`src/rtl/baccarat_controller.sv`:
```
// rtl/baccarat_controller.sv - Moore FSM sequencing one baccarat game over the datapath
//
// Ports:
//   slow_clock        game clock, state advances on rising edge
//   resetb            asynchronous active-low reset
//   pscore, dscore    player / dealer totals 0-9 from the datapath
//   pcard3            player third card rank (0 = none, 1-13 = A..K)
//   load_pcard1..3    one-hot strobes: capture player cards
//   load_dcard1..3    one-hot strobes: capture dealer cards
//   player_win_light  player wins or tie
//   dealer_win_light  dealer wins or tie
//   done              game finished, lights valid
module baccarat_controller (
    input  logic       slow_clock,
    input  logic       resetb,
    input  logic [3:0] pscore,
    input  logic [3:0] dscore,
    input  logic [3:0] pcard3,
    output logic       load_pcard1,
    output logic       load_pcard2,
    output logic       load_pcard3,
    output logic       load_dcard1,
    output logic       load_dcard2,
    output logic       load_dcard3,
    output logic       player_win_light,
    output logic       dealer_win_light,
    output logic       done
);

    typedef enum logic [3:0] {
        S_START = 4'd0,
        S_P1    = 4'd1,
        S_D1    = 4'd2,
        S_P2    = 4'd3,
        S_D2    = 4'd4,
        S_EVAL  = 4'd5,
        S_P3    = 4'd6,
        S_DEVAL = 4'd7,
        S_D3    = 4'd8,
        S_DONE  = 4'd9
    } state_t;

    state_t     state;
    state_t     next_state;
    logic [3:0] pv;
    logic       dealer_draws;

    always_ff @(posedge slow_clock or negedge resetb) begin
        if (!resetb) begin
            state <= S_START;
        end else begin
            state <= next_state;
        end
    end

    // Face cards and tens count as zero toward the dealer's third-card rule.
    always_comb begin
        pv = (pcard3 >= 4'd10) ? 4'd0 : pcard3;
        dealer_draws = 1'b0;
        case (dscore)
            4'd0, 4'd1, 4'd2: dealer_draws = 1'b1;
            4'd3:             dealer_draws = (pv != 4'd8);
            4'd4:             dealer_draws = (pv >= 4'd2) && (pv <= 4'd7);
            4'd5:             dealer_draws = (pv >= 4'd4) && (pv <= 4'd7);
            4'd6:             dealer_draws = (pv >= 4'd6) && (pv <= 4'd7);
            default:          dealer_draws = 1'b0;
        endcase
    end

    always_comb begin
        next_state = S_START;
        case (state)
            S_START: next_state = S_P1;
            S_P1:    next_state = S_D1;
            S_D1:    next_state = S_P2;
            S_P2:    next_state = S_D2;
            S_D2:    next_state = S_EVAL;
            // Out-of-range scores (>9) fall into the natural branch.
            S_EVAL: begin
                if ((pscore >= 4'd8) || (dscore >= 4'd8)) begin
                    next_state = S_DONE;
                end else if (pscore <= 4'd5) begin
                    next_state = S_P3;
                end else if (dscore <= 4'd5) begin
                    next_state = S_D3;
                end else begin
                    next_state = S_DONE;
                end
            end
            S_P3:    next_state = S_DEVAL;
            S_DEVAL: next_state = dealer_draws ? S_D3 : S_DONE;
            S_D3:    next_state = S_DONE;
            S_DONE:  next_state = S_DONE;
            default: next_state = S_START;
        endcase
    end

    // Lights are captured on every edge that lands in S_DONE; scores are
    // frozen there, so the value is stable for the rest of the game.
    always_ff @(posedge slow_clock or negedge resetb) begin
        if (!resetb) begin
            player_win_light <= 1'b0;
            dealer_win_light <= 1'b0;
        end else if (next_state == S_DONE) begin
            player_win_light <= (pscore >= dscore);
            dealer_win_light <= (dscore >= pscore);
        end else begin
            player_win_light <= 1'b0;
            dealer_win_light <= 1'b0;
        end
    end

    assign load_pcard1 = (state == S_P1);
    assign load_dcard1 = (state == S_D1);
    assign load_pcard2 = (state == S_P2);
    assign load_dcard2 = (state == S_D2);
    assign load_pcard3 = (state == S_P3);
    assign load_dcard3 = (state == S_D3);
    assign done        = (state == S_DONE);

endmodule

```
`config.mk`:
```
export PLATFORM = sky130hd
export DESIGN_NAME = baccarat_controller
export DESIGN_NICKNAME = d
export VERILOG_FILES = /design/src/rtl/baccarat_controller.sv
export SDC_FILE = /design/constraint.sdc
export NUM_CORES = 1
export LEC_CHECK = 0
export CORE_UTILIZATION = 35
export DETAILED_ROUTE_END_ITERATION = 16
export DONT_BUFFER_PORTS = 1
export PLACE_DENSITY_LB_ADDON = 0.12
export SYNTH_ARGS = -nofsm -noshare
export SYNTH_HDL_FRONTEND = slang
export SYNTH_SLANG_ARGS = --single-unit
```
`constraint.sdc`:
```
create_clock -name slow_clock -period 1.45 [get_ports slow_clock]
set_input_delay 0.145 -clock slow_clock [delete_from_list [all_inputs] [get_ports slow_clock]]
set_output_delay 0.145 -clock slow_clock [all_outputs]
set_load 0.02 [all_outputs]
```
Yosys cells after proc, flatten, opt, wreduce, memory -nomap -nowiden
Index checks and enable logic that the tools add are counted.
W data, S select, Z words.
- flip-flop bits (word level): 6
- bits in latches: 0
- RAM bits: 0
- memory bits (read-only): 0
- input bits: 14
- word-level logic and storage cells: 48
- memories: 0
- add/sub/neg operators: 0
- multiply operators: 0
- div/mod/pow operators: 0
- magnitude comparators: 11
- eq/ne operators: 17
- shifts and indexed selects: 0
- multiplexer cells: 9
- bitwise logic cells: 0
- reduce and logical (&&, ||, !) cells: 8
- operators by type and width (operator ; number):
    $pmux W4 S9 ; 1
    $eq A4 B3 Y1 const B ; 7
    $eq A4 B2 Y1 const B ; 4
    $eq A4 B4 Y1 const B ; 3
    $ge A4 B4 Y1 const B ; 3
    $le A4 B3 Y1 const B ; 3
    $mux W4 ; 3
    $eq A4 B1 Y1 const B ; 2
    $ge A4 B3 Y1 const B ; 2
    $ge A4 B4 Y1 ; 2
    $logic_not A4 Y1 ; 2
    $pmux W1 S5 ; 1
    $ge A4 B2 Y1 const B ; 1
    $mux W1 ; 4
    $ne A4 B4 Y1 const B ; 1
    $logic_and A1 B1 Y1 ; 3
    $reduce_or A3 Y1 ; 1
    $reduce_or A2 Y1 ; 1
    $logic_or A1 B1 Y1 ; 1

Longest topological paths before layout
- depth in word-level cells: 9
- gate-level depth with buffers: 6
- depth with buffers taken out: 6

Worst setup path before layout
No wires, ideal clock.
- path kind: register to output
- start: register state[2]
- end: output port load_dcard3
- arrival time: 1.119 ns
- path slack: 0.186 ns
- stages on the path, launching flop included: 4
- cell sequence: dfrtp_1 > buf_6 > nand2b_1 > nor3_1
- word-level cells in the longest chain between the ends: 1
- ends and longest elaborated chain (item ; line ; source):
    from (decl) ; 43 ; state_t state;
    from (signal assigned) ; 52 ; state <= next_state;
    $eq A4 B4 Y1 ; 118 ; assign load_dcard3 = (state == S_D3);
    to (decl) ; 24 ; output logic load_dcard3,
No other way between the ends.

Worst setup path after layout
- start: register state[3]
- end: register dealer_win_light
- word-level cells in the longest chain between the ends: 5
- elaborated cells between the ends (all ways): 14
- classes of those cells: eq/ne (10); mux (2); reduce/logical (2)
- ends and longest elaborated chain (item ; line ; source):
    $eq A4 B4 Y1 ; 72 ; case (state)
    $reduce_or A2 Y1 (no source line) ; - ;
    $pmux W4 S9 * ; 72 ;
    $eq A4 B4 Y1 * ; 104 ; end else if (next_state == S_DONE) begin
    $mux W1 * ; 104 ;
    to (signal assigned) ; 106 ; dealer_win_light <= (dscore >= pscore);
    to (decl) ; 26 ; output logic dealer_win_light,
Every way passes the cells marked *; elsewhere a longest branch is shown, timed or not.

==> impl_metrics.yaml <==
outcome:
  status: "finished, final reports clean"
sta:
  slew_violations: 0
  relSlewSlack_pct: 74.5
  grt_setup_unrepaired: "false"
  fmax_mhz: 727
  hold_violations: 0
  whs_ps: 210
  worst_pin_slew_ps: 382
  clock_skew_ps: 1.11
  min_period_ps: 1380
  setup_violations: 0
  fin_crit_sh_pct: 94.9
  setup_tns_ps: 0
setup_path:
  path_class: "reg2reg"
  critPathMaxStageDelay_ps: 460
  worstPathCellList: "nand2b_4 > a211oi_2 > a31oi_1 > a211oi_1"
  cp.required_ps: 1600
  crit_family: "compound AO/OA/AOI/OAI gates"
  start_kind: "flip-flop"
  path_buf_inv: 0
  cp_slowest_cell: "dfrtp_1"
  endpoint_kind: "flip-flop"
  worstPathArrival_ps: 1520
  worstPathMaxFanout: 6
yosys:
  ys.warnings.count: 0
  synth-seq-cells: 6
  yosysUniqueCellTypes: 22
  syn_area_sq_um: 547
  avgSynthCellArea_sq_um: 8.28
  syn-instance-count: 66
  syn_nets: 84
  ys_seq_area_share_pct: 27.5
global_route:
  grt_max_degree: 9
  track_usage_pct: 14.4
  grt.overflow.total: 0
  grt_pass1_vias: 473
  grt_first_pass_wirelength_microns: 2000
  antenna_found_initial: 0
route:
  wirelength_microns: 1160
  firstDrtPassIters: 4
  wl_per_cell_microns: 12.9
  remaining_drc_errors: 0
  first_iter_violations: 5
  drtAntennaViolNets: 0
  viasPerCell: 5.28
  vias: 475
pwr:
  powerDensity_nw_per_um2: 1670
  power_uw: 1090
  p_leak_uw: 0.000304
  vdd_drop_max_uv: 778
clock_tree:
  cts_root_buf: "clkbuf_4"
  post-cts-setup-buffer-count: 0
  clock_latency_ps: 240
  cts_num_sinks: 6
  cts_buffers: 3
  cts.clk_slew.worst_paths_ps: 40
  tritoncts: "done"
  h-tree-depth: 1
  cts_buffer_depth: 2
floorplanning:
  io_pins: 23
  initial_core_util_pct: 39.5
  dieHeight_microns: 41.5
  die_area_sq_um: 1720
  fp.dieW_microns: 41.5
  coreArea_sq_um: 1380
  rows: 13
flow_run:
  max-cap-violations: 0
cells_and_area:
  nNetsFinal: 95
  syn_to_final_growth_pct: 19.5
  fillers: 134
  diodes: 0
  drive_gt1_share_pct: 29.3
  fin_area_sq_um: 653
min_path:
  hold_path_class: "in2async"
placement:
  port_buffers: 0
  dpl_cell_area_sq_um: 602
  routabilityCongestion: 0.790
  dp_hpwl_microns: 936
-- registers in the layout, indices dropped and copies added (netlist names) --
signal            cells
dealer_win_light      1
state                 4
player_win_light      1
-- cell families after synthesis --
group | share of synthesized area, %
AND/OR/NAND/NOR | 23.3
AO/OA/AOI/OAI | 29.7
buffers and inverters | 10.3
flip-flops | 27.5
adder cells (fa/ha/maj) | 9.15
-- cell usage after synthesis, drive strengths merged --
library cell   n  area share [%]
a2bb2oi        1             1.6
a21boi         1             1.4
o2111ai        1             1.6
a21oi          3             2.7
buf            1             2.1
o21bai         1             1.4
clkbuf         1            0.91
a211oi         6              10
inv           10             7.3
nand2          6             4.1
a31oi          2             2.3
o21a           2             2.7
o41ai          2             5.9
nor2b          3             3.4
dfrtp          6              27
ha             4             9.2
nor3           5             4.6
nor2           6             4.1
nand2b         5             7.1
-- worst reg2reg max path: cells and delay by family, from the launching register on --
family	cells	cell delay, ps
AO/OA/AOI/OAI	3	630
flip-flops	1	460
AND/OR/NAND/NOR	1	190
-- per-stage QoR --
step | utilization [%] | cells | setup slack [ps]
finish | 47.2 | 90 | 74.4
global route | 47.2 | 90 | 4.68
CTS | 46.1 | 90 | 14.7
detailed placement | 43.5 | 86 | 98.3
global placement | 43.5 | 86 | 121
floorplan | - | 66 | 186
-- routing by layer --
metal  GRT usage, %  part of all wire [%]  vias to the layer above
met2           21.9                    48                       15
li1               -                     -                      249
met1           19.5                    46                      211
met3           4.78                   6.0                        0
met4           3.87                     0                        0
met5              0                     0                        -
-- worst paths after layout --
path,start,end,slack [ps],cells past startpoint
max reg2reg,state[3],dealer_win_light,70,4
min,resetb,state[0],210,1
min in group slow_clock,dscore[3],state[2],260,3
min reg2reg,state[1],state[2],680,2
max,state[3],dealer_win_light,70,4
max in group asynchronous,resetb,state[1],1020,1
-- power breakdown --
part           leakage [uW]  internal, uW  switching (uW)
combinational      0.000216           261             307
sequential        0.0000741           239             137
clock             0.0000138          93.2            54.3
-- repair_timing --
action                                  in CTS  in global routing
hold buffers                                 1                  0
endpoints found under the setup margin       1                  5
endpoints found under the hold margin        6                  0
resized for setup                            1                  5
-- final cells by class --
class / count / area [sq um] / area share [%]
Clock buffer: 3 / 22.5 / 3.45
Multi-Input combinational cell: 48 / 355 / 54.4
Inverter: 10 / 40.0 / 6.13
Sequential cell: 6 / 154 / 23.6
Timing Repair Buffer: 8 / 62.6 / 9.58
Tap cell: 15 / 18.8 / 2.87
-- placed cells by master, fill, tap and decap left out, drive strengths merged, types with 2 or more instances in the layout --
master,n
nor2b,3
a21oi,3
o21a,2
a31oi,2
o41ai,2
nand2b,5
nor2,6
buf,7
nor3,5
ha,4
clkbuf,3
inv,10
a211oi,6
nand2,6
dfrtp,6
No activity file was read; power rests on OpenSTA's default activity.
